`src/rtl/memwb_lsu.sv`:
```
// rtl/memwb_lsu.sv - memory-stage load/store unit and MEM/WB register (optional MEM_TIMEOUT_EN)
module memwb_lsu #(
   parameter int MAX_WAIT = 15
) (
   input  logic        clk,
   input  logic        rst_n,
   // EX/MEM side
   input  logic        regWrtm,
   input  logic        memWrtm,
   input  logic        readm,
   input  logic [1:0]  rsltSrcm,
   input  logic [2:0]  funct3m,
   input  logic [31:0] aluRsltm,
   input  logic [31:0] wrtDm,
   input  logic [31:0] pc4m,
   input  logic [31:0] ujWrtBckm,
   input  logic [4:0]  rdm,
   // data-memory bus
   output logic        dReq,
   output logic        dWe,
   output logic [31:0] dAddr,
   output logic [31:0] dWdata,
   output logic [3:0]  dBe,
   input  logic [31:0] dRdata,
   input  logic        dAck,
   // pipeline control
   output logic        stallm,
   // MEM/WB register
   output logic        regWrtw,
   output logic [1:0]  rsltSrcw,
   output logic [31:0] aluRsltw,
   output logic [31:0] readDataw,
   output logic [31:0] pc4w,
   output logic [31:0] ujWrtBckw,
   output logic [4:0]  rdw,
   output logic        errw
);

   typedef enum logic {IDLE, WAIT} state_t;

   state_t      state;
   state_t      state_nxt;

   logic        access;
   logic        illegal;
   logic        misaligned;
   logic        bad_acc;
   logic        legal;
   logic        abort;
   logic        err_now;
   logic [3:0]  lane_be;
   logic [7:0]  byte_sel;
   logic [15:0] half_sel;
   logic [31:0] load_data;

   // Classify the incoming access: legal, illegal encoding or misaligned.
   always_comb begin
      access     = memWrtm | readm;
      illegal    = 1'b0;
      misaligned = 1'b0;
      if (memWrtm && readm) begin
         illegal = 1'b1;
      end else if (readm) begin
         illegal = !(funct3m inside {3'b000, 3'b001, 3'b010, 3'b100, 3'b101});
      end else if (memWrtm) begin
         illegal = funct3m[2] | (funct3m[1:0] == 2'b11);
      end
      case (funct3m[1:0])
         2'b01:   misaligned = aluRsltm[0];
         2'b10:   misaligned = |aluRsltm[1:0];
         default: misaligned = 1'b0;
      endcase
      bad_acc = access & (illegal | misaligned);
      legal   = access & ~bad_acc;
   end

`ifdef MEM_TIMEOUT_EN
   // The request cycle in IDLE counts as the first stalled cycle, so the
   // abort lands on the WAIT cycle whose count reaches MAX_WAIT-1 and the
   // pipeline is held for exactly MAX_WAIT cycles.
   localparam logic [7:0] LAST_WAIT = 8'(MAX_WAIT - 1);
   localparam logic [7:0] CNT_SAT   = 8'(MAX_WAIT);

   logic [7:0] wait_cnt;

   assign abort = (state == WAIT) && !dAck && (wait_cnt == LAST_WAIT);

   // Count unacknowledged WAIT cycles; held at zero outside WAIT.
   always_ff @(posedge clk or negedge rst_n) begin
      if (!rst_n) begin
         wait_cnt <= 8'd0;
      end else if (state == IDLE) begin
         wait_cnt <= 8'd0;
      end else if (!dAck && (wait_cnt != CNT_SAT)) begin
         wait_cnt <= wait_cnt + 8'd1;
      end
   end
`else
   assign abort = 1'b0;
`endif

   // State register.
   always_ff @(posedge clk or negedge rst_n) begin
      if (!rst_n) begin
         state <= IDLE;
      end else begin
         state <= state_nxt;
      end
   end

   // Next state: enter WAIT when a legal request is not acked at once.
   always_comb begin
      state_nxt = state;
      case (state)
         IDLE: begin
            if (legal && !dAck) begin
               state_nxt = WAIT;
            end
         end
         WAIT: begin
            if (dAck || abort) begin
               state_nxt = IDLE;
            end
         end
         default: state_nxt = IDLE;
      endcase
   end

   // Bus request and store lanes. Upstream is frozen by stallm while in
   // WAIT, so the bus fields stay constant without extra holding flops.
   // Reset masks the request combinationally so it drops immediately.
   always_comb begin
      dReq = 1'b0;
      if (rst_n) begin
         if (state == WAIT) begin
            dReq = ~abort;
         end else begin
            dReq = legal;
         end
      end
      stallm  = dReq & ~dAck;
      dWe     = dReq & memWrtm;
      dAddr   = {aluRsltm[31:2], 2'b00};
      dWdata  = wrtDm;
      lane_be = 4'b1111;
      case (funct3m[1:0])
         2'b00: begin
            dWdata  = {4{wrtDm[7:0]}};
            lane_be = 4'b0001 << aluRsltm[1:0];
         end
         2'b01: begin
            dWdata  = {2{wrtDm[15:0]}};
            lane_be = aluRsltm[1] ? 4'b1100 : 4'b0011;
         end
         default: begin
            dWdata  = wrtDm;
            lane_be = 4'b1111;
         end
      endcase
      dBe = dReq ? lane_be : 4'b0000;
   end

   // Load alignment: pick the addressed byte/halfword and extend it.
   always_comb begin
      case (aluRsltm[1:0])
         2'b00:   byte_sel = dRdata[7:0];
         2'b01:   byte_sel = dRdata[15:8];
         2'b10:   byte_sel = dRdata[23:16];
         default: byte_sel = dRdata[31:24];
      endcase
      half_sel = aluRsltm[1] ? dRdata[31:16] : dRdata[15:0];
      case (funct3m)
         3'b000:  load_data = {{24{byte_sel[7]}}, byte_sel};
         3'b001:  load_data = {{16{half_sel[15]}}, half_sel};
         3'b100:  load_data = {24'd0, byte_sel};
         3'b101:  load_data = {16'd0, half_sel};
         default: load_data = dRdata;
      endcase
   end

   assign err_now = bad_acc | abort;

   // MEM/WB register: bubble while stalled, otherwise capture the bundle.
   always_ff @(posedge clk or negedge rst_n) begin
      if (!rst_n) begin
         regWrtw   <= 1'b0;
         rsltSrcw  <= 2'd0;
         aluRsltw  <= 32'd0;
         readDataw <= 32'd0;
         pc4w      <= 32'd0;
         ujWrtBckw <= 32'd0;
         rdw       <= 5'd0;
         errw      <= 1'b0;
      end else if (stallm) begin
         regWrtw <= 1'b0;
         errw    <= 1'b0;
      end else begin
         regWrtw   <= regWrtm & ~err_now;
         rsltSrcw  <= rsltSrcm;
         aluRsltw  <= aluRsltm;
         readDataw <= load_data;
         pc4w      <= pc4m;
         ujWrtBckw <= ujWrtBckm;
         rdw       <= rdm;
         errw      <= err_now;
      end
   end

endmodule
```
`config.mk`:
```
export PLATFORM = sky130hd
export DESIGN_NAME = memwb_lsu
export DESIGN_NICKNAME = d
export VERILOG_FILES = /design/src/rtl/memwb_lsu.sv
export SDC_FILE = /design/constraint.sdc
export NUM_CORES = 1
export LEC_CHECK = 0
export CAP_MARGIN = 0
export CORE_AREA = 2 2 150 152
export DETAILED_ROUTE_END_ITERATION = 10
export DIE_AREA = 0 0 152 154
export GPL_TIMING_DRIVEN = 0
export PLACE_DENSITY_LB_ADDON = 0.15
export SYNTH_ARGS = -nofsm -noshare
export SYNTH_HDL_FRONTEND = slang
export SYNTH_SLANG_ARGS = --single-unit
export TNS_END_PERCENT = 30
```
`constraint.sdc`:
```
create_clock -name clk -period 6.4 [get_ports clk]
set_clock_uncertainty 0.15 [all_clocks]
set_input_delay 0.96 -clock clk [delete_from_list [all_inputs] [get_ports clk]]
set_output_delay 0.96 -clock clk [all_outputs]
set_load 0.03 [all_outputs]
```
Word level (Yosys, flattened, before mapping). Index checks and enable logic that the tools add are counted.

Bits of input ports: 176. Output and inout bits: 208. Register bits: 138.

Bitwise logic cells: 11. Reduce and logical (&&, ||, !) cells: 9. Equality and inequality tests: 9. Shift operators: 1. Mux-type cells: 18.

Operator list (count): 32-bit one-hot mux with 4 select lines (1); 32-bit one-hot mux with 2 select lines (1); 8-bit one-hot mux with 3 select lines (1); 16-bit two-way mux (1); 1-bit two-way mux (9); 4-bit two-way mux (2); 4-bit one-hot mux with 2 select lines (1); 2-bit equality test (second input constant) (3); 3-bit equality test (second input constant) (2); 1-bit AND (5); 5-bit nonzero test (1); 2-bit by 1-bit equality test with 1-bit output (second input constant) (2); 2-bit zero test (2); 1-bit one-hot mux with 2 select lines (2); 1-bit by 2-bit << shifter with 4-bit output (first input constant) (1); 3-bit by 1-bit equality test with 1-bit output (second input constant) (1); 3-bit by 2-bit equality test with 1-bit output (second input constant) (1); 3-bit zero test (1); 1-bit inverter (3); 1-bit bitwise OR (3); 1-bit logical AND (2); 1-bit zero test (2); 2-bit OR reduction (1).

Depth between registers and ports, before layout.
Depth in word-level cells: 13. Depth in mapped cells: 10. Gate-level depth less buffers: 8.

Least setup slack after synthesis. Ideal clock, no wire load.

Kind: in2out. Start point: input port funct3m[1]. End point: output port dBe[3]. Data required time: 5290 ps. Arrival time: 2764 ps. Buffers on the path: 3. Stages on the path: 7. Slack: 2526 ps. Path through: inv_1 > ha_1 > clkbuf_1 > clkbuf_1 > clkbuf_1 > o21ai_0 > a21oi_1.

Cells in the longest elaborated chain, start to end: 12.

RTL lines: start, declared (RTL line 12) `input logic [2:0] funct3m,`; 3-bit by 1-bit equality test with 1-bit output, or another cell as far along (RTL line 64) `illegal = !(funct3m inside {3'b000, 3'b001, 3'b010, 3'b100, 3'b101});`; 5-bit nonzero test or 1-bit bitwise OR (tied branches) (RTL line 64, 66); 1-bit zero test or 1-bit two-way mux (tied branches) (RTL line 64, 65); 1-bit two-way mux (RTL line 63) `end else if (readm) begin`; 1-bit two-way mux (RTL line 61) `if (memWrtm && readm) begin`; 1-bit bitwise OR (RTL line 73) `bad_acc = access & (illegal | misaligned);`; 1-bit AND (RTL line 73); 1-bit inverter (RTL line 74) `legal = access & ~bad_acc;`; 1-bit AND (RTL line 74); 1-bit two-way mux (RTL line 135) `if (state == WAIT) begin`; 1-bit two-way mux (RTL line 134) `if (rst_n) begin`; 4-bit two-way mux * (RTL line 160) `dBe = dReq ? lane_be : 4'b0000;`; end, declared (RTL line 23) `output logic [3:0] dBe,`.

Every way passes the cells marked *; elsewhere a longest branch is shown, timed or not.

Final worst setup path.
Start point: input port funct3m[0]. End point: output port dWdata[19].

Cells in the longest elaborated chain, start to end: 2.

RTL lines: 2-bit by 1-bit equality test with 1-bit output or 2-bit zero test (tied branches) (RTL line 146) `case (funct3m[1:0])`; 32-bit one-hot mux with 2 select lines * (RTL line 146); end, declared (RTL line 22) `output logic [31:0] dWdata,`.

Marked as above.

==> results.yml <==
die:
  ios: 384
  num_rows: 54
  fp.dieH_um: 154
  die_w_um: 152
  core_area_um2: 21690
  initial_core_util_pct: 31.01
  die_area_um2: 23410
clocking:
  cts_max_level: 4
  cts.path.max_buffers: 2
  cts.sinks: 138
  clkTransAtPathRegs_ps: 60
  cts_setup_buffers: 0
  cts_hold_buf: 0
  insertion_delay_ps: 420
  cts_resized: 0
  root_buffer: "clkbuf_16"
  numCtsBuffers: 17
  tritoncts: "built"
setup_path:
  path_buf_inv: 6
  critical_path.cell_chain: "clkdlybuf4s50_1, inv_1, ha_1, buf_2, nor2_4, buf_1, buf_1, mux2_2, clkdlybuf4s50_1"
  path_class: "in -> out"
  slowest_delay_ps: 590
  cp_data_required_time_ps: 5290
  slowest_stage: "clkdlybuf4s50_1"
  worstPathMaxFanout: 10
  cp.arrival_ps: 4300
  crit_family: "buffers and inverters"
  cp-start-kind: "input pin"
  cp-end-kind: "output pin"
detailed_routing:
  drtIter0Drc: 303
  post_drt_via_cell_ratio: 4.609
  vias: 5604
  wl_per_cell_um: 18.60
  drc: 0
  dr.pass1.iters: 7
  antenna_left: 0
  wirelength_um: 22620
yosys:
  synth_area_um2: 6726
  yosys.area_share.adder_pct: 0.7440
  synth_top_family_by_area: "multiplexers"
  synth-simple-area-share_pct: 2.567
  synth_xor_area_share_pct: 0
  avgSynthCellArea_um2: 12.86
  ys_ff_latch: 138
  synth_edf_count: 0
  ys.warnings.count: 0
  synth_compound_area_share_pct: 7.924
  synthDistinctLibCells: 35
  synth_top_flop_cell: "dfrtp_1"
  synth_cells: 523
  synthArstFlopShare_pct: 100.0
  synth_seq_area_share_pct: 51.34
  synth.area.mux_share_pct: 27.55
global_routing:
  grt_pass1_wl_um: 34940
  grt_max_degree: 73
  gr-usage-all-layers_pct: 19.39
  grt_pass1_vias: 5883
  antenna_found_initial: 0
  overflow: 0
place:
  numPortBuffers: 379
  place_congestion: 0.7586
  hpwl_um: 17760
  postPlaceCellArea_um2: 10900
  pre_cts_ws_ps: 984.9
cells_and_area:
  fin_nets: 1103
  drive_above_1_share_pct: 15.81
  fin_area_um2: 11490
  area_growth_pct: 70.83
  num_antenna_cells: 0
power_and_ir_drop:
  p_leak_uw: 0.004830
  finalPower_uw: 2849
  vdd_drop_max_mv: 0.1367
  p_per_area_nw_per_um2: 247.9
sta:
  layout_setup_ws_ps: 993.1
  worst_pin_slew_ps: 728.6
  rsz0062_at_grt: "false"
  drv_slew: 0
  max_slew_margin_pct: 51.43
  timing.final.crit_period_ps: 5407
  setup_viol: 0
  final_hold_viol_count: 0
  finalCritPeriodShare_pct: 84.48
  fmax_mhz: 184.9
status:
  status: "finished clean"
worst_hold_path:
  worstHoldPathType: "reg -> reg"
run:
  maxCapViolCount: 0
-- sequential cells by signal, summed over array words and instances, names as in the netlist --
signal and count:
state 1, regWrtw 1, aluRsltw 32, ujWrtBckw 32, pc4w 32, rdw 5
errw 1, readDataw 32, rsltSrcw 2
-- where the power goes --
group	total (µW)	internal [µW]	switching [µW]
clock network	988	561	427
registers	997	957	39.7
logic	864	410	454
total	2850	1930	920
-- cells in the final DEF (no fill, tap or decap), drive strengths merged, types with 2 or more instances in the layout --
cell             n
a21oi           24
a221o            9
a222oi           7
a22o             8
a22oi            8
buf             66
clkbuf          26
clkdlybuf4s50  378
clkinv           3
clkinvlp         2
conb             2
dfrtp          138
ha               4
inv             38
mux2           135
mux2i           31
nand2           25
nand2b           2
nor2             5
o21ai           12
or2              2
-- final timing paths --
kind	end	cells past startpoint	start	slack, ps
max	dWdata[19]	9	funct3m[0]	990
max in group asynchronous	pc4w[11]	2	rst_n	4920
min reg2reg	ujWrtBckw[20]	1	ujWrtBckw[20]	340
max reg2reg	readDataw[12]	5	state	4800
min	ujWrtBckw[20]	1	ujWrtBckw[20]	340
min in group asynchronous	aluRsltw[4]	1	rst_n	400
-- area by class of cell --
class | count | area, µm²
Buffer | 72 | 548.0
Clock buffer | 18 | 439.2
Clock inverter | 14 | 148.9
Fill cell | 1916 | 10200
Inverter | 30 | 112.6
Multi-Input combinational cell | 284 | 2616
Sequential cell | 138 | 3453
Tap cell | 280 | 350.3
Timing Repair Buffer | 380 | 3822
-- cells by family after synthesis --
logic type,count (synthesis)
simple gates,38
compound gates,73
buf+inv,102
fa+ha+maj,4
other cells,1
mux,167
flops,138
-- per-stage QoR --
stage / hold WS [ps] / std cells / utilization (%) / setup TNS [ps]
after floorplan: 353.0 / 524 / - / 0
after global placement: 323.2 / 1183 / 50.14 / -526520
after detailed placement: 329.9 / 1184 / 50.27 / 0
after CTS: 344.3 / 1216 / 52.98 / 0
after global routing: 348.9 / 1216 / 52.98 / 0
final: 337.2 / 1216 / 52.98 / 0
-- layer usage --
metal | global-route usage, % | part of all wire [%] | vias up
met2 | 35.33 | 52 | 258
met4 | 5.162 | 1.3 | 0
li1 | - | - | 2617
met3 | 6.877 | 7.5 | 19
met1 | 21.43 | 39 | 2710
met5 | 0 | 0 | -
-- synthesized netlist by cell type, drive strengths merged, types with 2 or more instances --
cell    instances  share of area (%)
a21oi          24                1.8
a221o           9                1.3
a222oi          7                1.0
a22o            8                1.0
a22oi           8               0.89
buf            64                7.7
clkbuf          8               0.45
dfrtp         138                 51
ha              4               0.74
inv            30                1.7
mux2          135                 23
mux2i          31                4.6
nand2          25                1.4
nand2b          2               0.19
nor2            5               0.39
o21ai          12               0.89
or2             2               0.19
-- worst reg2reg max path, stage by stage (launching register included) --
cell and delay [ps]:
dfrtp_1 320, inv_1 60, a21oi_2 200, buf_6 220, buf_6 190, mux2_2 350
Note: power is estimated with default switching activity, not from simulation.
